==> src/rtl/i2s_xmit.sv <==
// I2S transmitter: buffers one {Left,Right} frame from xclk side, shifts it MSB-first on dout against codec BCLK/LRCLK.
// Latency: pin edges act 3 xclk after first sampling; dout, xData_ack and xUnderrun are registered (1 xclk after the deciding cycle).
// Backpressure: one-entry holding register; while it is full xData_valid is ignored (no ack) and the producer keeps it asserted.
//
// Ports: xclk / xrst_n      system clock, asynchronous active-low reset
//        BCLK / LRCLK       codec bit and frame clocks, asynchronous to xclk (LRCLK low = left)
//        xData / xData_valid / xData_ack   frame handshake, Left in the upper half
//        xUnderrun          pulse when a frame starts with nothing buffered
//        dout               registered serial data to the codec DAC
// Option: define I2S_XMIT_REPEAT_EN to resend the last transferred frame on underrun instead of silence.
module i2s_xmit #(
    parameter int DATA_BITS = 32,
    parameter int BCNT      = 1
) (
    input  logic                 xclk,
    input  logic                 xrst_n,
    input  logic                 BCLK,
    input  logic                 LRCLK,
    input  logic [DATA_BITS-1:0] xData,
    input  logic                 xData_valid,
    output logic                 xData_ack,
    output logic                 xUnderrun,
    output logic                 dout
);
    localparam int DS = DATA_BITS / 2;

    function automatic int clogb2(input int value);
        int r;
        r = 0;
        while ((1 << r) < value) r = r + 1;
        return r;
    endfunction

    localparam int            NW    = clogb2(DS + BCNT + 1);
    localparam logic [NW-1:0] N_MAX = '1;

    // Three-flop synchronisers; bit 0 is the first stage.
    logic [2:0] bclk_sync;
    logic [2:0] lrclk_sync;
    logic       x_bfall;
    logic       x_lrfall;
    logic       x_lrrise;
    logic       lr_edge;

    always_ff @(posedge xclk or negedge xrst_n) begin
        if (!xrst_n) begin
            bclk_sync  <= '0;
            lrclk_sync <= '0;
        end else begin
            bclk_sync  <= {bclk_sync[1:0], BCLK};
            lrclk_sync <= {lrclk_sync[1:0], LRCLK};
        end
    end

    assign x_bfall  = !bclk_sync[1] &  bclk_sync[2];
    assign x_lrfall = !lrclk_sync[1] &  lrclk_sync[2];
    assign x_lrrise =  lrclk_sync[1] & !lrclk_sync[2];
    assign lr_edge  = x_lrfall | x_lrrise;

    // Holding register. A transfer needs hold_full, a load needs !hold_full, so the
    // two never collide: a producer waiting on a full register loads the cycle after.
    logic [DATA_BITS-1:0] hold;
    logic                 hold_full;
    logic                 xfer;
    logic                 load;

    assign xfer = x_lrfall & hold_full;
    assign load = xData_valid & !hold_full;

    always_ff @(posedge xclk or negedge xrst_n) begin
        if (!xrst_n) begin
            hold      <= '0;
            hold_full <= 1'b0;
            xData_ack <= 1'b0;
            xUnderrun <= 1'b0;
        end else begin
            xData_ack <= load;
            xUnderrun <= x_lrfall & !hold_full;
            if (xfer) begin
                hold_full <= 1'b0;
            end else if (load) begin
                hold      <= xData;
                hold_full <= 1'b1;
            end
        end
    end

    // Value taken into the shift register at frame start when nothing is buffered.
    logic [DATA_BITS-1:0] fill;
`ifdef I2S_XMIT_REPEAT_EN
    logic [DATA_BITS-1:0] last_frame;

    always_ff @(posedge xclk or negedge xrst_n) begin
        if (!xrst_n) begin
            last_frame <= '0;
        end else if (xfer) begin
            last_frame <= hold;
        end
    end

    assign fill = last_frame;
`else
    assign fill = '0;
`endif

    logic [DATA_BITS-1:0] shreg;
    logic [DATA_BITS-1:0] start_val;
    logic [DATA_BITS-1:0] frame;

    assign start_val = hold_full ? hold : fill;
    // On the frame-start cycle the new frame must already drive dout (BCNT=0 sends its MSB there).
    assign frame     = x_lrfall ? start_val : shreg;

    // Bit counter and serial output. dout is chosen from the counter value that this
    // BCLK fall produces: 0 on an LR edge, otherwise the saturating increment.
    logic [NW-1:0] n;
    logic [NW-1:0] n_nxt;
    logic [DS-1:0] chan;
    logic [DS-1:0] chan_sh;
    logic          dout_nxt;
    int            pos;

    always_comb begin
        n_nxt = n;
        if (lr_edge) begin
            n_nxt = '0;
        end else if (x_bfall && (n != N_MAX)) begin
            n_nxt = n + NW'(1);
        end

        pos      = int'(n_nxt) - BCNT;
        chan     = lrclk_sync[1] ? frame[DS-1:0] : frame[DATA_BITS-1:DS];
        chan_sh  = chan << pos;      // only consulted when 0 <= pos < DS
        dout_nxt = dout;
        if (x_bfall) begin
            if (pos >= DS) begin
                dout_nxt = 1'b0;
            end else if (pos >= 0) begin
                dout_nxt = chan_sh[DS-1];
            end
        end
    end

    always_ff @(posedge xclk or negedge xrst_n) begin
        if (!xrst_n) begin
            n     <= N_MAX;
            dout  <= 1'b0;
            shreg <= '0;
        end else begin
            n    <= n_nxt;
            dout <= dout_nxt;
            if (x_lrfall) begin
                shreg <= start_val;
            end
        end
    end
endmodule

==> config.mk <==
export PLATFORM = sky130hd
export DESIGN_NAME = i2s_xmit
export DESIGN_NICKNAME = d
export VERILOG_FILES = /design/src/rtl/i2s_xmit.sv
export SDC_FILE = /design/constraint.sdc
export NUM_CORES = 1
export LEC_CHECK = 0
export ABC_AREA = 1
export ABC_CLOCK_PERIOD_IN_PS = 2800
export CAP_MARGIN = 40
export CORE_MARGIN = 1.5
export CORE_UTILIZATION = 45
export CTS_CLUSTER_SIZE = 40
export DETAILED_ROUTE_END_ITERATION = 8
export PLACE_DENSITY = 0.68
export REMOVE_ABC_BUFFERS = 1
export SLEW_MARGIN = 5
export SYNTH_ARGS = -nofsm -noshare
export SYNTH_HDL_FRONTEND = slang
export SYNTH_SLANG_ARGS = --single-unit
==> constraint.sdc <==
create_clock -name xclk -period 2.8 [get_ports xclk]
set_input_delay 0.56 -clock xclk [delete_from_list [all_inputs] [get_ports xclk]]
set_output_delay 0.56 -clock xclk [all_outputs]
set_load 0.05 [all_outputs]
---- Yosys cells after proc, flatten, opt, wreduce, memory -nomap -nowiden ----
Cells that the tools add are included.
operators by class
  magnitude comparators ................... 2
  bitwise operators ....................... 8
  shift-type cells ........................ 1
  reduce and logical (&&, ||, !) cells .... 9
  muxes and demuxes ....................... 9
  equality and inequality tests ........... 1
  $add $sub $neg .......................... 2
operators by type and width
  cell                 number
  $mux 32              2
  $shl 16x32->16       1
  $mux 16              1
  $mux 5               2
  $and 1x1->1          6
  $ge 6x1->1 const B   1
  $ge 6x6->1 const B   1
  $sub 5x1->6 const B  1
  $add 5x1->5 const B  1
  $ne 5x5->1 const B   1
  $logic_not 1->1      4
  $mux 1               4
  $reduce_and 2->1     2
  $reduce_bool 2->1    2
  $logic_and 1x1->1    1
  $not 1->1            1
  $or 1x1->1           1
word-level totals
  input port bits ......................... 37
  register bits after elaboration ......... 79
  output and inout bits ................... 3
  logic and storage cells ................. 41

---- Longest topological paths before layout ----
  word-level depth ........................ 9
  gate-level depth with buffers ........... 22
  gate-level depth less buffers ........... 22

---- Worst setup path after synthesis ----
OpenSTA, ideal clock, no wires.
  kind .................................... register -> register
  start ................................... register n[0]
  end ..................................... register dout
  path buffers ............................ 2
  setup time .............................. 118 ps
  stages on the path, launching flop included .. 22
  data required time ...................... 2682 ps
  period minus slack after synthesis ...... 2645 ps
  slack ................................... 155 ps
  data arrival time ....................... 2527 ps
  cells stage by stage .................... dfstp_2 > ha_1 > inv_1 > nor3_1 > ha_1 > inv_1 > nand4_1 > nand3_1 > buf_4 > ha_1 > buf_2 > nand3_1 > nand2_1 > inv_1 > nand2_1 > nand3_1 > nand3_1 > nand3_1 > nand2_1 > inv_1 > nand2_1 > nand2_1
on the way
  longest elaborated chain between the ends .. 8
  elaborated cells between the ends (all ways) .. 13
  classes of those cells .................. add/sub: 2; order compare: 2; eq/ne: 1; shift: 1; mux: 4; reduce/logical: 3
RTL lines
  item                                                 RTL line  text
  start: declaration                                   116       logic [NW-1:0] n;
  start signal: assignment                             150       n <= n_nxt;
  branches (longest 2 deep; another with $add 5x1->5)  --
  $mux 5 *                                             127       end else if (x_bfall && (n != N_MAX)) begin
  $mux 5 *                                             125       if (lr_edge) begin
  $sub 5x1->6 *                                        131       pos = int'(n_nxt) - BCNT;
  $shl 16x32->16, or another cell as far along         133       chan_sh = chan << pos;
  $mux 1 / $reduce_bool 2->1 (equally long branches)   --
  $mux 1 / $reduce_and 2->1 (equally long branches)    --
  end signal: assignment                               151       dout <= dout_nxt;
  end: declaration                                     23        output logic dout
Mark *: on every way between the ends. The select of a mux whose other input is x is not followed.
A chain may end at the register's enable or synchronous reset.

---- Final worst setup path ----
  start ................................... register n[1]
  end ..................................... register dout
The elaborated chain is that of the path after synthesis.

==> results.cfg <==
[clock_network]
clk_pin_slew_ns = 0.08
holdBufCountCts = 0
numCtsBuffers = 9
cts_num_sinks = 79
cts_max_level = 3
cts_root_buffer = clkbuf_8
clock_path_buffers = 2
cts_tree = built
clock_latency_ns = 0.35

[finish]
multi_input_area_um2 = 1440
area_delta_synth_final_pct = 22.8
final_cell_area_um2 = 4450
layout.nets = 538
final_cell_mix = 221 x nand2_1, 74 x dfrtp_1, 53 x nand3_1
instances_no_fill = 604
drive_gt1_frac = 0.122
n_antenna_cell = 0
layout_commonest_cell = nand2_1
regArea_um2 = 1980
nFillCells = 719

[placed_design]
gp_congestion = 0.842
io_buffers = 39
placed_cell_area_um2 = 4100
dp_hpwl_um = 4810
place_inst = 584

[critical_path]
r2r_start = n[1]
rr_worst_depth = 22
endpoint = dout
startpoint_type = register
endpoint_kind = register
r2r_setup_slack_ns = 0.1
worstSetupPathType = reg -> reg
critPathRequiredTime_ns = 3.05
path_max_fanout = 7
critPathLaunch = n[1]
r2r_end = dout
cp.arrival_ns = 2.95

[detailed_routing]
drt-wirelength-per-cell_um = 11.9
viasPerCell = 4.75
dr.pass1.iters = 4
vias = 2872
wl_um = 7200
remaining_drc_errors = 0
drt-initial-drc-count = 114
final_antenna_net_count = 0

[global_route]
grt_first_pass_wirelength_um = 12600
grt_max_degree = 69
grt_pass1_vias = 2865
grt_overflow = 0
grt_usage = 0.185
antenna_found_initial = 0

[power_and_ir_drop]
p_leak_nw = 2.36
p_comb_frac = 0.241
seqPwrFrac = 0.477
max-vdd-ir-drop_mv = 0.340
p_sw_w = 0.00102
power_density_nw_per_um2 = 745
p_sw_frac = 0.309
p_int_w = 0.00229
power_frac_clock = 0.283

[sta]
setup_viol = 0
rsz0062_at_grt = yes
finClkSkew_ns = 0.00560
drv_slew = 0
min_period_over_period = 0.966
max_slew_margin = 0.577
tightest_slew_ns = 0.635
period_needed_ns = 2.70
hold_violations = 0
holdWs_ns = 0.0398
max_freq_mhz = 370

[yosys]
seq_area_frac_synth = 0.547
synthesis.instances = 452
ys_ff_latch = 79
yosysWarnings = 0
syn_area_um2 = 3620
synth_cell_type_count = 25
syn_area_per_cell_um2 = 8.02

[die]
start_util = 0.466
die_w_um = 92.7
core_um2 = 7770
row_count = 32
die_h_um = 92.7
pin_count = 40
die_area_um2 = 8600

[flow_run]
maxCapViolCount = 0

[min_path]
worstHoldPathType = in -> async

[status]
status = finished, final reports clean
==> power groups by stage <==
| stage | sequential, W | clock, W | combinational [W] |
|---|---|---|---|
| finish | 0.00158 | 0.000937 | 0.000797 |
| global route | 0.00161 | 0.00100 | 0.000920 |
| CTS | 0.00158 | 0.000956 | 0.000778 |
| detailed placement | 0.00160 | 0 | 0.000762 |
| global placement | 0.00159 | 0 | 0.000734 |
| floorplan | 0.00159 | 0 | 0.000497 |
==> cells in the mapped netlist <==
cell type | instances | area [um^2]
nand2_1 | 222 | 833
buf_6 | 4 | 45.0
nand2_2 | 2 | 12.5
nor3_1 | 1 | 5.00
clkbuf_1 | 1 | 3.75
nand2_4 | 1 | 11.3
a21oi_1 | 1 | 5.00
inv_2 | 4 | 15.0
inv_1 | 33 | 124
nand3_2 | 1 | 10.0
o21ai_0 | 11 | 55.1
buf_2 | 9 | 45.0
inv_4 | 1 | 6.26
ha_1 | 4 | 50.1
nor2_1 | 6 | 22.5
nand4_1 | 2 | 12.5
dfrtp_1 | 74 | 1850
a21oi_2 | 1 | 8.76
clkinv_1 | 1 | 3.75
nand3_4 | 1 | 17.5
dfstp_2 | 5 | 131
nand3_1 | 59 | 295
nor2_4 | 1 | 11.3
o21ai_1 | 2 | 10.0
buf_4 | 5 | 37.5
==> state kept, by name (all words and copies together), names as in the netlist <==
signal,count
shreg,32
lrclk_sync,3
xData_ack,1
hold,32
hold_full,1
n,5
dout,1
bclk_sync,3
xUnderrun,1
==> worst min-delay path by stage <==
stage,start,to,slack (ns)
2_1_floorplan,xrst_n,bclk_sync[0],0.26
3_3_place_gp,bclk_sync[0],bclk_sync[1],0.34
3_5_place_dp,bclk_sync[0],bclk_sync[1],0.34
6_report,xrst_n,hold[23],0.04
5_1_grt,xrst_n,xData_ack,0.05
4_1_cts,xrst_n,hold[7],0.04
==> area by class of cell <==
type | count | area share
clock buffer | 11 | 0.0318
clock inverter | 5 | 0.0183
inverter | 39 | 0.0352
multi-input combinational | 315 | 0.323
sequential | 79 | 0.446
tap | 102 | 0.0287
timing repair buffer | 53 | 0.117
==> cells by family (layout without fill, tap and decap cells) <==
| logic type | Yosys count | count (layout) | synth area share |
|---|---|---|---|
| and+or+nand+nor | 296 | 296 | 0.340 |
| DFF | 79 | 79 | 0.547 |
| adders and majority gates | 4 | 4 | 0.0138 |
| buffers and inverters | 58 | 108 | 0.0773 |
| AOI/OAI and AO/OA | 15 | 15 | 0.0218 |
==> critical path: stages (launching register included) <==
cell	delay [ns]
dfstp_2	0.59
ha_4	0.15
inv_2	0.04
nor3_2	0.12
ha_2	0.20
inv_2	0.05
nand3_4	0.09
inv_4	0.06
nand2_4	0.06
nand3_4	0.08
ha_4	0.32
buf_8	0.14
nand3_1	0.08
nand2_1	0.08
inv_1	0.04
nand2_1	0.05
nand3_1	0.08
nand3_1	0.09
nand3_1	0.08
nand2_1	0.06
inv_1	0.03
nand2_1	0.05
nand2_1	0.05
==> stage by stage <==
step	setup WS (ns)	util	total power, W	TNS [ns]
6_report	0.0963	0.573	0.00331	0
3_5_place_dp	-0.131	0.528	0.00236	-0.131
2_1_floorplan	-0.144	-	0.00209	-0.144
5_1_grt	-0.0744	0.573	0.00354	-0.0744
3_3_place_gp	0.0436	0.525	0.00233	0
4_1_cts	0.00424	0.560	0.00331	0
==> metal layers <==
metal,vias up,track usage,routed length [um]
met2,46,0.308,3380
met1,1330,0.229,3410
met4,0,0.0934,150
li1,1484,-,-
met3,12,0.0337,255
met5,-,0,0
==> what timing repair did <==
action                                  in CTS  in global routing
pin swaps                                    0                 16
gates resized for setup                      3                 19
buffers inserted                             1                  3
endpoints found under the setup margin       1                  1
No activity file was read; power rests on OpenSTA's default activity.
